## config.mk

```make
export PLATFORM = sky130hd
export DESIGN_NAME = uart_rx_byte
export DESIGN_NICKNAME = d
export VERILOG_FILES = /design/src/rtl/uart_rx_byte.sv
export SDC_FILE = /design/constraint.sdc
export NUM_CORES = 1
export LEC_CHECK = 0
export ABC_CLOCK_PERIOD_IN_PS = 3900
export BUFFER_PORTS_ARGS = -buffer_cell sky130_fd_sc_hd__buf_2
export CAP_MARGIN = 20
export CORE_MARGIN = 2
export CORE_UTILIZATION = 50
export CTS_CLUSTER_DIAMETER = 60
export DETAILED_ROUTE_END_ITERATION = 6
export PLACE_DENSITY_LB_ADDON = 0.12
export SYNTH_ARGS = -nofsm -noshare
export SYNTH_HDL_FRONTEND = slang
export SYNTH_SLANG_ARGS = --single-unit
```

## constraint.sdc

```tcl
create_clock -name sclk -period 3.9 [get_ports sclk]
set_input_delay 0.585 -clock sclk [delete_from_list [all_inputs] [get_ports sclk]]
set_output_delay 0.585 -clock sclk [all_outputs]
set_load 0.02 [all_outputs]
```

## src/rtl/uart_rx_byte.sv

```systemverilog
// uart_rx_byte: 8N1 serial receiver; each good byte appears on rx_data with a one-cycle rx_flag.
// Latency: rx_flag rises one cycle after the stop-bit centre sample (start edge + HALF + 9*BAUD_DIV + 1).
// No backpressure: the consumer must take rx_data on the rx_flag cycle; bad frames raise frame_err only.
module uart_rx_byte #(
    parameter int CLK_FREQ  = 50_000_000,
    parameter int BAUD_RATE = 115200
) (
    input  logic       sclk,
    input  logic       rst_n,
    input  logic       rs232_rx,
    output logic [7:0] rx_data,
    output logic       rx_flag,
    output logic       frame_err,
    output logic       rx_busy
);

    // Bit period and half period in sclk cycles.
    localparam int BAUD_DIV = CLK_FREQ / BAUD_RATE;
    localparam int HALF     = BAUD_DIV / 2;
    localparam int CNT_W    = $clog2(BAUD_DIV);

    localparam logic [CNT_W-1:0] DIV_LAST  = CNT_W'(BAUD_DIV - 1);
    localparam logic [CNT_W-1:0] HALF_LAST = CNT_W'(HALF - 1);

    // Receiver states.
    localparam logic [2:0] ST_IDLE  = 3'd0;
    localparam logic [2:0] ST_START = 3'd1;
    localparam logic [2:0] ST_DATA  = 3'd2;
    localparam logic [2:0] ST_STOP  = 3'd3;
    localparam logic [2:0] ST_BREAK = 3'd4;

    logic             s1;
    logic             s2;
    logic             s3;
    logic [2:0]       hist_ok;
    logic             start_edge;

    logic [2:0]       state;
    logic [2:0]       next_state;
    logic [CNT_W-1:0] baud_cnt;
    logic [2:0]       bit_cnt;
    logic [7:0]       shift_reg;

    logic             half_tick;
    logic             bit_tick;
    logic             data_tick;
    logic             stop_tick;

    // Two-flop synchroniser plus a history flop for falling-edge detection.
    // hist_ok fills with ones as real line samples reach s1, s2 and s3; until
    // s3 holds a genuine sample, the reset value of s2 (high) must not be
    // mistaken for the line having been high, so a line held low across
    // reset release never looks like a start edge.
    always_ff @(posedge sclk) begin
        if (!rst_n) begin
            s1      <= 1'b1;
            s2      <= 1'b1;
            s3      <= 1'b0;
            hist_ok <= 3'b000;
        end else begin
            s1      <= rs232_rx;
            s2      <= s1;
            s3      <= s2;
            hist_ok <= {hist_ok[1:0], 1'b1};
        end
    end

    assign start_edge = hist_ok[2] & s3 & ~s2;

    // Sample points: mid start bit, then each bit centre one period apart.
    assign half_tick = (state == ST_START) && (baud_cnt == HALF_LAST);
    assign bit_tick  = (baud_cnt == DIV_LAST);
    assign data_tick = (state == ST_DATA) && bit_tick;
    assign stop_tick = (state == ST_STOP) && bit_tick;

    // Next-state decision for the frame walker.
    always_comb begin
        next_state = state;
        case (state)
            ST_IDLE: begin
                if (start_edge) begin
                    next_state = ST_START;
                end
            end
            ST_START: begin
                if (half_tick) begin
                    // Line back high at mid start bit: treat as a glitch.
                    next_state = s2 ? ST_IDLE : ST_DATA;
                end
            end
            ST_DATA: begin
                if (data_tick && (bit_cnt == 3'd7)) begin
                    next_state = ST_STOP;
                end
            end
            ST_STOP: begin
                if (stop_tick) begin
                    next_state = s2 ? ST_IDLE : ST_BREAK;
                end
            end
            ST_BREAK: begin
                // Hold off until the line is released so a long break is one error.
                if (s2) begin
                    next_state = ST_IDLE;
                end
            end
            default: begin
                next_state = ST_IDLE;
            end
        endcase
    end

    // State register.
    always_ff @(posedge sclk) begin
        if (!rst_n) begin
            state <= ST_IDLE;
        end else begin
            state <= next_state;
        end
    end

    // Baud counter: free-runs inside a bit period, restarts at every sample point.
    always_ff @(posedge sclk) begin
        if (!rst_n) begin
            baud_cnt <= '0;
        end else if ((state == ST_IDLE) || (state == ST_BREAK) ||
                     half_tick || data_tick || stop_tick) begin
            baud_cnt <= '0;
        end else begin
            baud_cnt <= baud_cnt + 1'b1;
        end
    end

    // Bit counter: index of the next data bit to be sampled.
    always_ff @(posedge sclk) begin
        if (!rst_n) begin
            bit_cnt <= 3'd0;
        end else if (state != ST_DATA) begin
            bit_cnt <= 3'd0;
        end else if (data_tick) begin
            bit_cnt <= bit_cnt + 3'd1;
        end
    end

    // Shift register: LSB arrives first, so shift right and insert at the top.
    always_ff @(posedge sclk) begin
        if (!rst_n) begin
            shift_reg <= 8'h00;
        end else if (data_tick) begin
            shift_reg <= {s2, shift_reg[7:1]};
        end
    end

    // Output strobes and the held byte, all decided at the stop-bit sample.
    always_ff @(posedge sclk) begin
        if (!rst_n) begin
            rx_data   <= 8'h00;
            rx_flag   <= 1'b0;
            frame_err <= 1'b0;
        end else begin
            rx_flag   <= 1'b0;
            frame_err <= 1'b0;
            if (stop_tick) begin
                if (s2) begin
                    rx_data <= shift_reg;
                    rx_flag <= 1'b1;
                end else begin
                    frame_err <= 1'b1;
                end
            end
        end
    end

    assign rx_busy = (state != ST_IDLE);

    // A frame ends in exactly one outcome, and strobes are single-cycle.
    a_flag_err_excl: assert property (@(posedge sclk) disable iff (!rst_n)
        !(rx_flag && frame_err));
    a_flag_single: assert property (@(posedge sclk) disable iff (!rst_n)
        rx_flag |=> !rx_flag);
    a_err_single: assert property (@(posedge sclk) disable iff (!rst_n)
        frame_err |=> !frame_err);

endmodule
```

==> summary.txt, run 1 <==
WP buf/inv = 0
layout cell share with drive strength beyond 1 = 15.85%
Nets = 190
DRT iter0 DRCs = 28
largest net degree at the start of global routing = 32
Slowest cell on crit path = nor2_1
initial core utilization = 51.31%
Post-synth top cells = dfxtp_1, nor2_1, mux2i_1, nand2_1
Vias = 1152
VDD IR-drop max = 0.1982 mV
post-route cell area = 1843 µm²
Least-Margin Pin Slew = 917.4 ps
placed cell area = 1770 µm²
vias per cell = 5.031
net count after synthesis = 178
final setup violating endpoints = 0
Synth cell types = 39
Post-DP HPWL = 1863 µm
critical-path cell list = ha_1, nand4bb_2, nor2_1, o211ai_2, mux2i_1
max_slew headroom = 38.62%
critical path startpoint category = flop
drt total wl = 2728 µm
Seq/Total Area, Yosys = 46.33%
Tot Pwr = 0.6873 mW
Req. time, crit path = 4130 ps
CTS Sinks = 39
CTS tree = yes
Setup Buffers After CTS = 0
Clock Root Buffer = clkbuf_4
CTS Buf Count = 5
number of flops mapped to enable cells by yosys = 0
# diodes = 0
Critical Path AT = 2300 ps
# rows = 21
YS warnings = 0
First-pass DRT Iterations = 4
Worst Hold Class = flop to flop
first-pass GRT wire length = 4416 µm
top cell type's share of synthesized area = 46.33%
Final Skew = 10.64 ps
Max Clock Freq = 0.4852 GHz
area of the multi-input gates = 848.3 µm²
Max FO, Critical Path = 12
clk buf depth = 2
Power Dens Cells = 372.9 nW/µm²
antenna violations before repair = 0
area delta synth->final = 9.354%
ranking of synthesized cells by area = dfxtp_1, mux2i_1, nor2_1, ha_1, nor2b_1
PostCTS Resize Cnt = 0
filler cell count = 304
hold_buf cts = 0
Worst Setup End Kind = flop
Top FF cell, synth = dfxtp_1
period utilization = 52.85%
number of global-route vias before repair = 1046
Mapped Area = 1685 µm²
Leak = 0.7105 nW
FF/Latch Area = 780.7 µm²
Worst-Skew Late Latency = 340 ps
Slew Limit Fails = 0
routability cong. = 0.7750
Port Buffers = 13
MaxCap Viol Count = 0
H-tree depth = 2
post-DR wirelength/cell = 11.91 µm
status = complete, no violations
GRT Overall Usage = 16.20%
Boundary Pins = 14
gr ovfl total = 0
Post-synth ARST share = 0%
Largest register FFs = 9
# DRC = 0
final core utilization = 56.11%
cell with the most instances after synthesis = dfxtp_1
max incr delay on CP = 740 ps
Die Span X = 62.06 µm
Synth Area per Inst = 9.914 µm²
total negative slack = 0 ps
Reg clk slew, reported paths = 110 ps
die height = 62.06 µm
synthesis-stage register bit count = 39
die area = 3851 µm²
core footprint = 3284 µm²
final hold violations = 0
unrepaired setup endpoints after global routing = no
WS Path Type = flop to flop
CP top delay family = simple AND/OR/NAND/NOR gates
Post-Syn Instances = 170
Synth area leader = dfxtp_1
number of routed nets with antenna violations = 0
Final Critical Period = 2061 ps
## final cells by class
class / count / area share, %
Multi-Input combinational cell: 118 / 46.03
Tap cell: 46 / 3.123
Sequential cell: 39 / 42.36
Inverter: 5 / 1.018
Clock buffer: 7 / 3.530
Timing Repair Buffer: 13 / 3.530
Clock inverter: 1 / 0.4073
## path summary, 6_finish.rpt
path               startpoint  slack [ps]  cells after the start  endpoint
setup / recovery  baud_cnt[0]        1840                      5  state[0]
hold / removal             s1         420                      1        s2
setup reg to reg  baud_cnt[0]        1840                      5  state[0]
hold reg to reg            s1         420                      1        s2
## cells in the final DEF, fill, tap and decap left out, drive strengths merged, types with 2 or more instances in the layout
cell	instances
a21boi	7
ha	5
o211ai	3
inv	5
nand4b	4
nand3	10
clkbuf	7
xor2	2
nand2b	3
nand2	14
xnor2	6
nor2	19
dfxtp	39
nor3b	2
and3	3
nand4bb	2
nor2b	10
mux2i	14
buf	13
and2	2
## stage by stage
step                      instances  worst slack (ps)  hold slack, ps
after floorplan                 170              2377           386.3
after global placement          221              1910           388.9
after detailed placement        221              1803           396.3
after CTS                       229              1793           414.0
after global routing            229              1670           409.2
final                           229              1839           416.7
## kinds of logic (layout without fill, tap and decap cells)
group	count (synthesis)	count (layout)	synth area share, %
mux	15	15	8.983
xor+xnor	8	8	4.158
flops	39	39	46.33
buf+inv	13	26	3.341
fa+ha+maj	5	5	3.712
simple gates	75	75	26.51
compound gates	15	15	6.978
## power by group
| group | switching (mW) | internal [mW] | total [mW] |
|---|---|---|---|
| Combinational | 0.0214 | 0.0192 | 0.0406 |
| Clock | 0.127 | 0.105 | 0.233 |
| Sequential | 0.00974 | 0.404 | 0.414 |
| Total | 0.158 | 0.529 | 0.687 |
## routing by layer
layer	vias up	GRT usage [%]	share of wire [%]
met3	5	6.832	3.4
met2	13	26.34	48
met1	534	18.85	47
li1	600	-	-
met4	0	6.383	1.8
met5	-	0	0
Power figures use the tool's default switching activity.
==> run 2: changes to the inputs <==
Settings changed: ABC_CLOCK_PERIOD_IN_PS 3900 to 1900.
Clock period 3.9 ns to 1.9 ns, I/O delays scaled along.
==> summary.txt, run 2 (synthesis gave the netlist of run 1 again) <==
status = complete, no violations
cells on worst reg2reg path = 5
hold_buf cts = 0
max incr delay on CP = 530 ps
drt total wl = 2727 µm
# DRC = 0
Reg clk slew, reported paths = 100 ps
core footprint = 3284 µm²
Final Skew = 3.501 ps
Req. time, crit path = 2140 ps
leading cell type in the layout, fill and taps excluded = dfxtp_1
Worst Setup End Kind = flop
WP depth = 5
Net Sw Frac = 23.12%
Boundary Pins = 14
WHS Path Cells = 2
Slowest cell on crit path = or3b_1
filler cell count = 324
Leak = 0.7407 nW
area delta synth->final = 11.80%
first-pass GRT wire length = 4422 µm
Die Span X = 62.06 µm
MaxCap Viol Count = 0
part of the power in the clock network = 31.1%
Largest register FFs = 9
CTS Sinks = 39
Max Clock Freq = 0.5994 GHz
critical path startpoint category = flop
Pint = 1.043 mW
Post-Layout Cell Count = 234
max_slew headroom = 71.84%
WP buf/inv = 0
H-tree depth = 2
Least-Margin Pin Slew = 421.8 ps
met3 Use GR = 4.969%
gr ovfl total = 0
final hold violations = 0
Post-DP HPWL = 1975 µm
Worst-Skew Late Latency = 340 ps
total negative slack = 0 ps
# rows = 21
Comb power frac = 6.3%
most frequent cells in the layout = dfxtp_1, nor2_1, mux2i_1, nand2_1, buf_2
GRT met2 Usage = 25.00%
initial core utilization = 51.31%
Clock Root Buffer = clkbuf_4
critical-path cell list = ha_1, nand4bb_2, or3b_1, mux2i_1, nor2b_1
Final Critical Period = 1668 ps
Slew Limit Fails = 0
largest net degree at the start of global routing = 31
number of global-route vias before repair = 1019
Fin Hold WS = 119.2 ps
First-pass DRT Iterations = 4
# diodes = 0
Max FO, Critical Path = 8
die area = 3851 µm²
PostCTS Resize Cnt = 0
CTS Buf Count = 5
GRT Overall Usage = 15.85%
Worst Hold Class = input pin to flop
Port Buffers = 13
Vias = 1192
DRT iter0 DRCs = 42
Setup Buffers After CTS = 0
WS Path Type = flop to flop
die height = 62.06 µm
dpl cells = 227
final setup violating endpoints = 0
met1 Use GR = 19.72%
CP top delay family = simple AND/OR/NAND/NOR gates
unrepaired setup endpoints after global routing = no
Critical Path AT = 1910 ps
vias per cell = 5.094
gr busiest metal = met2
post-DR wirelength/cell = 11.65 µm
Power Dens Cells = 720.1 nW/µm²
layout cell share with drive strength beyond 1 = 18.09%
VDD IR-drop max = 0.4217 mV
NetSw = 0.3137 mW
clk buf depth = 2
routability cong. = 0.7800
sequential fraction of design power = 62.6%
antenna violations before repair = 0
period utilization = 87.80%
number of routed nets with antenna violations = 0
Nets = 196
CTS tree = yes
-- run 2: changes by cell type in the layout (fill, tap and decap cells not counted), sizes merged --
| cell | before | now |
|---|---|---|
| buf | 13 | 19 |
| clkbuf | 7 | 6 |
| clkinv | 0 | 1 |
| clkinvlp | 1 | 0 |
-- run 2: final cells by class --
type                       instances  area [µm²]  area share, %
timing repair buffer              19       122.6          6.507
clock buffer                       6       51.30          2.722
sequential                        39       780.7          41.43
inverter                           5       18.77         0.9960
tap                               46       57.56          3.054
clock inverter                     1       5.005         0.2656
multi-input combinational        118       848.3          45.02
-- run 2: power groups by stage --
stage                     registers (mW)  clock network, mW  logic, mW
after floorplan                    0.857                  0     0.0813
after global placement             0.867                  0     0.0857
after detailed placement           0.869                  0     0.0868
after CTS                          0.850              0.443     0.0872
after global routing               0.852              0.477     0.0942
final                              0.849              0.422     0.0855
-- run 2: worst reg2reg max path: stages, from the launching register on --
cell and delay, ps:
dfxtp_1 420, ha_1 190, nand4bb_2 190, or3b_1 530, mux2i_1 190, nor2b_1 50
-- run 2: worst paths after layout --
| path | startpoint | slack, ps | endpoint |
|---|---|---|---|
| setup reg to reg | baud_cnt[0] | 230 | shift_reg[7] |
| setup / recovery | baud_cnt[0] | 230 | shift_reg[7] |
| hold / removal | rs232_rx | 120 | s1 |
| hold reg to reg | s1 | 420 | s2 |
-- run 2: metal layers --
layer	share of wire [%]	vias up
met1	47	561
met3	3.3	5
li1	-	612
met5	0	-
met2	48	14
met4	1.4	0
-- run 2: stage by stage --
| step | total power, mW | utilization (%) | instance area (µm²) | setup WS, ps |
|---|---|---|---|---|
| after CTS | 1.380 | 57.37 | 1884 | 222.8 |
| after global placement | 0.9524 | 55.66 | 1828 | 294.2 |
| after detailed placement | 0.9555 | 55.66 | 1828 | 240.2 |
| after floorplan | 0.9380 | - | 1685 | 377.3 |
| after global routing | 1.424 | 57.37 | 1884 | 95.93 |
| final | 1.357 | 57.37 | 1884 | 231.7 |
